## src/rtl/sine_burst_ctrl.sv

```systemverilog
// Sine ROM address/strobe sequencer with burst and continuous playback.
// SINE_BURST_ABORT_EN selects immediate abort on stop instead of finishing the period.
module sine_burst_ctrl #(
    parameter int ADDR_W = 6,
    parameter int DIV_W  = 16,
    parameter int CNT_W  = 8
) (
    input  logic              clk,
    input  logic              rst,
    input  logic              start,
    input  logic              stop,
    input  logic [DIV_W-1:0]  div_in,
    input  logic [CNT_W-1:0]  ncyc_in,
    output logic              rom_en,
    output logic [ADDR_W-1:0] rom_addr,
    output logic              busy,
    output logic              done,
    output logic [CNT_W-1:0]  cyc_cnt
);

    typedef enum logic [1:0] {
        IDLE     = 2'd0,
        RUN      = 2'd1
`ifndef SINE_BURST_ABORT_EN
        ,
        STOPPING = 2'd2
`endif
    } state_t;

    state_t            state_q, state_d;
    logic [DIV_W-1:0]  div_q, div_d;
    logic [DIV_W-1:0]  dcnt_q, dcnt_d;
    logic [CNT_W-1:0]  ncyc_q, ncyc_d;
    logic [CNT_W-1:0]  cyc_q, cyc_d;
    logic [ADDR_W-1:0] addr_q, addr_d;
    logic              en_q, en_d;
    logic              busy_q, busy_d;
    logic              done_q, done_d;

    logic              period_end;
    logic              burst_end;
    logic              finish;
    logic [CNT_W-1:0]  cyc_inc;
    logic [DIV_W-1:0]  dcnt_nxt;

    always_comb begin
        cyc_inc    = cyc_q + CNT_W'(1);
        period_end = en_q && (addr_q == {ADDR_W{1'b1}});
        burst_end  = period_end && (ncyc_q != '0) && (cyc_inc == ncyc_q);
        if (dcnt_q == div_q - DIV_W'(1))
            dcnt_nxt = '0;
        else
            dcnt_nxt = dcnt_q + DIV_W'(1);
        finish = 1'b0;
    end

    always_comb begin
        state_d = state_q;
        div_d   = div_q;
        dcnt_d  = dcnt_q;
        ncyc_d  = ncyc_q;
        cyc_d   = cyc_q;
        addr_d  = addr_q;
        en_d    = 1'b0;
        busy_d  = busy_q;
        done_d  = 1'b0;

        unique case (state_q)
            IDLE: begin
                if (start) begin
                    state_d = RUN;
                    div_d   = (div_in == '0) ? DIV_W'(1) : div_in;
                    ncyc_d  = ncyc_in;
                    cyc_d   = '0;
                    dcnt_d  = '0;
                    addr_d  = '0;
                    en_d    = 1'b1;
                    busy_d  = 1'b1;
                end
            end
            default: begin
                // Advance the sample schedule; the strobe cycle bumps the address.
                dcnt_d = dcnt_nxt;
                en_d   = (dcnt_nxt == '0);
                if (en_q)
                    addr_d = addr_q + ADDR_W'(1);
                if (period_end)
                    cyc_d = cyc_inc;
`ifdef SINE_BURST_ABORT_EN
                if (burst_end || stop) begin
`else
                if (burst_end || (period_end &&
                    (stop || state_q == STOPPING))) begin
`endif
                    state_d = IDLE;
                    dcnt_d  = '0;
                    addr_d  = '0;
                    en_d    = 1'b0;
                    busy_d  = 1'b0;
                    done_d  = 1'b1;
                end
`ifndef SINE_BURST_ABORT_EN
                else if (stop && state_q == RUN) begin
                    state_d = STOPPING;
                end
`endif
                if (state_q != RUN
`ifndef SINE_BURST_ABORT_EN
                    && state_q != STOPPING
`endif
                ) begin
                    state_d = IDLE;
                    en_d    = 1'b0;
                    busy_d  = 1'b0;
                    addr_d  = '0;
                end
            end
        endcase
    end

    always_ff @(posedge clk) begin
        if (rst) begin
            state_q <= IDLE;
            div_q   <= DIV_W'(1);
            dcnt_q  <= '0;
            ncyc_q  <= '0;
            cyc_q   <= '0;
            addr_q  <= '0;
            en_q    <= 1'b0;
            busy_q  <= 1'b0;
            done_q  <= 1'b0;
        end else begin
            state_q <= state_d;
            div_q   <= div_d;
            dcnt_q  <= dcnt_d;
            ncyc_q  <= ncyc_d;
            cyc_q   <= cyc_d;
            addr_q  <= addr_d;
            en_q    <= en_d;
            busy_q  <= busy_d;
            done_q  <= done_d;
        end
    end

    logic unused_finish;
    assign unused_finish = finish;

    assign rom_en   = en_q;
    assign rom_addr = addr_q;
    assign busy     = busy_q;
    assign done     = done_q;
    assign cyc_cnt  = cyc_q;

endmodule

```

## config.mk

```make
export PLATFORM = sky130hd
export DESIGN_NAME = sine_burst_ctrl
export DESIGN_NICKNAME = d
export VERILOG_FILES = /design/src/rtl/sine_burst_ctrl.sv
export SDC_FILE = /design/constraint.sdc
export NUM_CORES = 1
export LEC_CHECK = 0
export ABC_CLOCK_PERIOD_IN_PS = 4500
export CAP_MARGIN = 20
export CORE_MARGIN = 2
export CORE_UTILIZATION = 55
export CTS_BUF_LIST = sky130_fd_sc_hd__clkbuf_8 sky130_fd_sc_hd__clkbuf_16
export DETAILED_ROUTE_END_ITERATION = 7
export PLACE_DENSITY = 0.79
export SLEW_MARGIN = 10
export SYNTH_ARGS = -nofsm -noshare
export SYNTH_HDL_FRONTEND = slang
export SYNTH_SLANG_ARGS = --single-unit
```

## constraint.sdc

```tcl
create_clock -name clk -period 4.5 [get_ports clk]
set_input_delay 0.45 -clock clk [delete_from_list [all_inputs] [get_ports clk]]
set_output_delay 0.45 -clock clk [all_outputs]
set_load 0.01 [all_outputs]
```

==> summary.md, run 1 <==
| Metric | Value |
|---|---|
| Post-synthesis instance area | 0.00381 mm² |
| Mapped Nets | 550 |
| Maximum vdd ir drop | about 260 µV |
| Layout cells sized above 1 | 4.82% |
| Total GRT Usage | between 20 and 30% |
| # Post-CTS Setup Buffers | 0 |
| Post-synth ARST share | 0% |
| Yosys warning total | 0 |
| Combinational share of power | a little under a fifth |
| Pin count of the biggest net entering global routing | 51 |
| GR Overflow Total | 0 |
| Skew-Pair Late Insertion Delay | around 340 ps |
| Worst Skew | 7.35 ps |
| Fin crit share | 74.1% |
| Adder-cell area share of the yosys netlist | 2.30% |
| Post-synthesis mux area share | 0.558% |
| Maxcap violations | 0 |
| Final Max Tran Viols | 0 |
| Top post-synthesis cells by area | dfxtp_1 (31%), nand2_1 (8.0%), a21oi_1 (6.7%) |
| Reg area | 0.00118 mm² |
| Syn_area_per_cell | approximately 7.4 µm² |
| Cts hold-fix bufs | 0 |
| XOR/XNOR Fraction of Synth Area | approximately 7.1% |
| Vias/cell | approximately 6.4 |
| Router iterations before antenna repair | 5 |
| Worst-path clk slew | about 70 ps |
| Post-synthesis sequential area ratio | 31.0% |
| Compound-Gate Fraction of Synth Area | 23.0% |
| Crit Path Max Fanout | 25 |
| Vias in the first global route | 3582 |
| Primary FF master, synth | dfxtp_1 |
| Layout Nets | around 570 |
| Buffers added on ports | 44 |
| Max Freq | around 300 MHz |
| Final setup TNS | 0 ps |
| IO Pins | 45 |
| RePlAce Congestion | around 0.95 |
| Initial antenna violation count | 0 |
| DIE AREA | between 0.007 and 0.008 mm² |
| Arrival time of the worst setup path | around 3600 ps |
| Dominant cell type by area after synthesis | dfxtp_1 |
| Root buffer cell | clkbuf_8 |
| Routed Wire Length | 10000 µm |
| Flop pwr share | between 40% and 50% |
| Internal cell power | 0.949 mW |
| Multi-input combinational cell area | about 0.0024 mm² |
| Worst setup EP type | flop |
| Number of cell rows | 30 |
| RSZ-0062 raised after global routing | no |
| Clk network pwr share | 39.1% |
| #FFs+latches synth | just under 60 |
| Htree depth | 3 |
| Crit Path Category | flop to flop |
| DP HPWL | around 7100 µm |
| Hold slack | 468 ps |
| WL/cell | 16.2 µm |
| P&R area growth vs syn | 15.6% |
| Yosys cell types | 63 |
| Final setup fails | 0 |
| Switching portion of total power | 28.9% |
| DR vias | 3931 |
| Antenna Diode Count | 0 |
| CTS Sinks | between 50 and 60 |
| Final Hold Viols | 0 |
| First-pass GRT wire length | ~16000 µm |
| Mapped Cells | between 500 and 600 |
| # DRC | 0 |
| Placed instance count | 602 |
| Post-CTS Resized | 0 |
| Simple logic cell fraction of the synthesized area | between 30% and 40% |
| Longest Clk Path Bufs | 2 |
| Net switching power | 0.386 mW |
| CP required | around 4800 ps |
| Hold Path Class | flop to flop |
| Power Dens Cells | roughly 300 mW/mm² |
| Core area | between 0.006 and 0.007 mm² |
| TritonCTS Buffers | 9 |
| Main combinational cell family by area after synthesis | simple AND/OR/NAND/NOR gates |
| Worst Tran Pin Value | about 1100 ps |
| ANT nets after route | 0 |
| Post-synth top area share | 31.0% |
| Rel. slew slack | 26.1% |
| Initial core utilization | around 56% |
| Min Tclk post-route | 3330 ps |
| CP startpoint kind | flop |
| Cell leakage power | 1.59 nW |
| DIE WIDTH | ~87 µm |
| Post-synth EDFFs | 0 |
| Status | complete, no violations |
| FILL cells | between 600 and 700 |
| Post-Layout Cell Count | slightly above 600 |
| 1st-iter DRT viols | between 200 and 250 |
| Die height | 87.2 µm |
| CTS tree | done |
| Reg2reg setup slack | 1170 ps |
==> stage by stage <==
stage	util (%)	setup slack (ps)	power, mW	cell area (µm²)
detailed placement	62.0	1200	0.819	4190
global route	65.2	865	1.40	4400
finish	65.2	1170	1.33	4400
global placement	62.0	1380	0.811	4190
floorplan	-	1750	0.749	3810
CTS	65.1	1200	1.34	4400
==> layer usage <==
metal | share of wire, % | global-route usage, %
met1 | 42 | 33.4
met2 | 49 | 46.0
met3 | 6.6 | 7.49
met4 | 1.9 | 7.83
met5 | 0 | 0
==> sequential cells by signal, indices dropped and copies added (netlist names), 2 cells and up <==
register / count
dcnt_q: 16
cyc_cnt: 8
rom_addr: 6
state_q: 2
ncyc_q: 8
div_q: 16
==> cells by family (layout without fill, tap and decap cells) <==
kind of cell	count (synthesis)	in the layout
compound gates	137	137
xor+xnor	31	31
fa+ha+maj	7	7
buf+inv	48	72
flops	59	59
mux	2	2
simple gates	231	231
==> final cells by class <==
cell class	count	area share (%)
inverter	10	0.852
multi-input combinational	408	55.1
timing repair buffer	46	10.2
tap	80	2.27
clock inverter	7	1.90
clock buffer	9	2.81
sequential	59	26.8
==> layout by cell type (no fill, tap or decap), types with 3 or more instances in the layout <==
master,synthesis,routed
nand3b_1,10,10
nand3_1,25,25
nand2b_1,4,4
xor2_1,15,15
o41ai_1,3,3
nor3_1,14,14
a31oi_1,23,23
a211oi_1,6,6
nand4b_1,3,3
xnor2_1,16,16
o21ai_0,18,18
or3_1,7,7
ha_1,7,7
clkbuf_8,0,9
nand2_1,81,81
nor2_1,29,29
and3_1,10,10
clkinv_2,0,4
nand4_1,11,11
o211ai_1,4,4
clkdlybuf4s50_1,0,43
or4_1,3,3
a41oi_1,4,4
nor4_1,17,17
a21oi_1,51,51
nor2b_1,5,5
dfxtp_1,59,59
inv_1,9,10
==> power groups by stage <==
stage | Sequential [mW] | Clock (mW) | Combinational (mW)
after floorplan | 0.571 | 0 | 0.178
after global placement | 0.581 | 0 | 0.230
after detailed placement | 0.583 | 0 | 0.237
after CTS | 0.571 | 0.528 | 0.238
after global routing | 0.575 | 0.555 | 0.267
final | 0.572 | 0.522 | 0.241
==> cell usage after synthesis, types with 5 or more instances <==
master / number
nand3b_1: 10
nand3_1: 25
o21ai_0: 18
dfxtp_1: 59
nor2b_1: 5
ha_1: 7
inv_1: 9
nor2_1: 29
nor3_1: 14
nand4_1: 11
nand2_1: 81
xnor2_1: 16
clkbuf_1: 30
and3_1: 10
a211oi_1: 6
a31oi_1: 23
nor4_1: 17
a21oi_1: 51
or3_1: 7
xor2_1: 15
==> path summary, 6_finish.rpt <==
check	from	endpoint	depth (start not counted)
hold reg to reg	div_q[15]	div_q[15]	2
hold / removal	div_q[15]	div_q[15]	2
setup reg to reg	div_q[0]	dcnt_q[14]	9
setup / recovery	div_q[0]	dcnt_q[14]	9
==> critical path: stages, from the launching register on <==
cell and delay, ps:
dfxtp_1 360, inv_1 70, ha_1 230, or3b_1 470, o311ai_1 340, a21oi_1 110
o32a_1 400, a32oi_2 890, nand3b_1 160, a31oi_1 220
Note: power is estimated with default switching activity, not from simulation.
==> run 2: changes to the inputs <==
- ABC_CLOCK_PERIOD_IN_PS: 4500 -> 2800
- CORE_UTILIZATION: 55 -> 51
- PLACE_DENSITY: 0.79 -> 0.77
- clock period: 4.5 -> 2.8 ns (I/O delays scaled with it)
==> summary.md, run 2 (same netlist as run 1, synthesis figures left out) <==
| Metric | Value |
|---|---|
| Worst reg2reg path depth | 9 (unchanged) |
| Final Hold Viols | 0 (unchanged) |
| Rel. slew slack | 54.4% (+28 points) |
| Top Registers | dcnt_q: 16 flops, div_q: 16 flops |
| Vias/cell | 6.29 (-0.88%) |
| Commonest non-fill, non-tap cells in the layout | nand2_1 (81), dfxtp_1 (57), a21oi_1 (49), clkdlybuf4s50_1 (43), nor2_1 (29) |
| Switching portion of total power | 30.0% (+1.0 points) |
| Antenna Diode Count | 0 (unchanged) |
| Layout Nets | 596 (+4.7%) |
| Initial antenna violation count | 0 (unchanged) |
| Crit Path Category | flop to flop |
| Final setup TNS | -221 ps (-221 ps) |
| Cts hold-fix bufs | 0 (unchanged) |
| Grt met3 use | 6.84% (-0.64 points) |
| CP startpoint kind | flop |
| Net switching power | 0.677 mW (+75%) |
| Reg2reg start | div_q[0] |
| CTS tree | done |
| Worst hold endpoint | dcnt_q[7] |
| Cell leakage power | 1.76 nW (+11%) |
| Longest Clk Path Bufs | 2 (unchanged) |
| Layout cells sized above 1 | 12.9% (+8.1 points) |
| Total GRT Usage | 25.5% (-1.5 points) |
| # DRC | 0 (unchanged) |
| Status | complete, but fails checks |
| Core area | 0.00725 mm² (+7.4%) |
| Worst Skew | 8.65 ps (+1.30 ps) |
| TritonCTS Buffers | 9 (unchanged) |
| CP delay by family, top | simple AND/OR/NAND/NOR gates |
| Reg2reg setup slack | -90 ps (-1250 ps) |
| DIE AREA | 0.00817 mm² (+7.5%) |
| HP Start | rst |
| Failing checks | negative setup slack |
| Power Dens Cells | 471 mW/mm² (+55%) |
| Combinational share of power | 21.4% (+3.3 points) |
| Maximum vdd ir drop | 492 µV (+88%) |
| Final setup fails | 10 (+10) |
| Htree depth | 3 (unchanged) |
| Fin crit share | 103% (+29 points) |
| FILL cells | 633 (+2.3%) |
| Initial core utilization | 52.5% (-3.9 points) |
| First-pass GRT wire length | 17300 µm (+4.7%) |
| GR Overflow Total | 0 (unchanged) |
| Final setup margin | -87.0 ps (-1250 ps) |
| Max Freq | 346 MHz (+15%) |
| Die height | 90.4 µm (+3.7%) |
| Hold slack | 325 ps (-143 ps) |
| DR vias | 4186 (+6.5%) |
| Most common cell after layout, fill and taps aside | nand2_1 |
| Maxcap violations | 0 (unchanged) |
| Routed Wire Length | 11100 µm (+11%) |
| Slowest-stage cell, CP | or4_1 |
| Crit Path Max Fanout | 7 (-72%) |
| Worst setup EP type | flop |
| Flop pwr share | 40.4% (-2.4 points) |
| Vias in the first global route | 3663 (+2.3%) |
| Skew-Pair Late Insertion Delay | 340 ps (about the same) |
| Busiest layer in global routing | met2 |
| Placed instance count | 643 (+6.8%) |
| Hold Path Class | primary input to flop |
| P&R area growth vs syn | 26.1% |
| IO Pins | 45 (unchanged) |
| Crit-path cells | or4_1 -> buf_6 -> or4_4 -> o21ai_2 -> nor4_2 -> a32oi_2 -> buf_4 -> a41oi_2 -> a31oi_1 |
| Router iterations before antenna repair | 5 (unchanged) |
| ANT nets after route | 0 (unchanged) |
| Buffers added on ports | 44 (unchanged) |
| Finished Cell Area | 0.00480 mm² (+9.1%) |
| Internal cell power | 1.58 mW (+67%) |
| Arrival time of the worst setup path | 3140 ps (-450 ps) |
| Worst-path clk slew | 70 ps (about the same) |
| Hold Path Cell Cnt | 4 (+2) |
| Met1 global-route usage | 32.4% (-1.0 points) |
| Final Max Tran Viols | 0 (unchanged) |
| Reg-to-Reg End | dcnt_q[2] |
| Buf/Inv on CP | 2 (+1) |
| 1st-iter DRT viols | 312 (+41%) |
| DIE WIDTH | 90.4 µm (+3.7%) |
| Min Tclk post-route | 2890 ps (-447 ps) |
| Placed instance area | 0.00439 mm² (+4.8%) |
| Clk network pwr share | 38.2% (-0.9 points) |
| CP required | 3050 ps (-1710 ps) |
| Post-Layout Cell Count | 665 (+7.4%) |
| RSZ-0062 raised after global routing | yes |
| DP HPWL | 7320 µm (+2.5%) |
| Number of cell rows | 31 (+3.3%) |
| CTS Sinks | 59 (unchanged) |
| WL/cell | 16.7 µm (+3.0%) |
| RePlAce Congestion | 0.938 (-1.6%) |
| Root buffer cell | clkbuf_8 |
| Met2 global-route usage | 41.9% (-4.1 points) |
| Worst Tran Pin Value | 679 ps (-429 ps) |
| Pin count of the biggest net entering global routing | 50 (-2.0%) |
| Max incr delay on CP | 580 ps (-310 ps) |
-- run 2: cell types whose count changed in the layout (fill, tap and decap cells not counted), moves of 3 or more --
cell | before | now
buf_4 | 2 | 25
a31oi_1 | 23 | 19
a31oi_4 | 0 | 3
buf_6 | 0 | 3
clkinv_2 | 4 | 1
-- run 2: stage by stage --
stage                     setup WS [ps]  util, %  power, mW
after floorplan                    46.9        -       1.20
after global routing               -151     66.2       2.35
after detailed placement          -35.9     60.5       1.35
after CTS                         -4.98     64.5       2.23
after global placement             66.1     60.5       1.34
final                             -87.0     66.2       2.26
-- run 2: cell type report --
cell class	instances	area (µm²)	area share, %
clock buffers	9	124	2.58
clock inverters	7	93.8	1.95
inverters	10	37.5	0.781
multi-input cells	408	2560	53.2
flip-flops and latches	59	1190	24.7
well taps	99	124	2.58
repair buffers	73	682	14.2
-- run 2: power groups by stage --
| stage | clock, mW | combinational, mW | sequential [mW] |
|---|---|---|---|
| after floorplan | 0 | 0.286 | 0.918 |
| after global placement | 0 | 0.416 | 0.928 |
| after detailed placement | 0 | 0.425 | 0.929 |
| after CTS | 0.870 | 0.451 | 0.910 |
| after global routing | 0.911 | 0.523 | 0.916 |
| final | 0.864 | 0.484 | 0.912 |
-- run 2: timing repair --
item | in CTS | in global routing
pin swaps | 4 | 9
resized for setup | 3 | 23
endpoints found under the hold margin | 0 | 0
cloned | 1 | 0
setup buffers | 3 | 2
endpoints found under the setup margin | 10 | 22
-- run 2: worst max-delay path by stage --
stage	startpoint	to	slack, ps	cells after the start
3_5_place_dp	div_q[0]	dcnt_q[5]	-40	10
5_1_grt	div_q[1]	dcnt_q[0]	-150	11
2_1_floorplan	div_q[0]	dcnt_q[9]	50	10
4_1_cts	div_q[0]	dcnt_q[5]	-5	10
3_3_place_gp	div_q[0]	dcnt_q[5]	70	10
6_report	div_q[0]	dcnt_q[2]	-90	9
-- run 2: tightest hold or removal path: stages --
cell	delay (ps)
buf_2	90
nor2_1	90
nand3b_1	100
a31oi_1	70
-- run 2: layer usage --
| metal | vias up | wire [µm] |
|---|---|---|
| met3 | 29 | 680 |
| met4 | 0 | 221 |
| met2 | 168 | 5460 |
| met1 | 1998 | 4730 |
| li1 | 1991 | - |
| met5 | - | 0 |
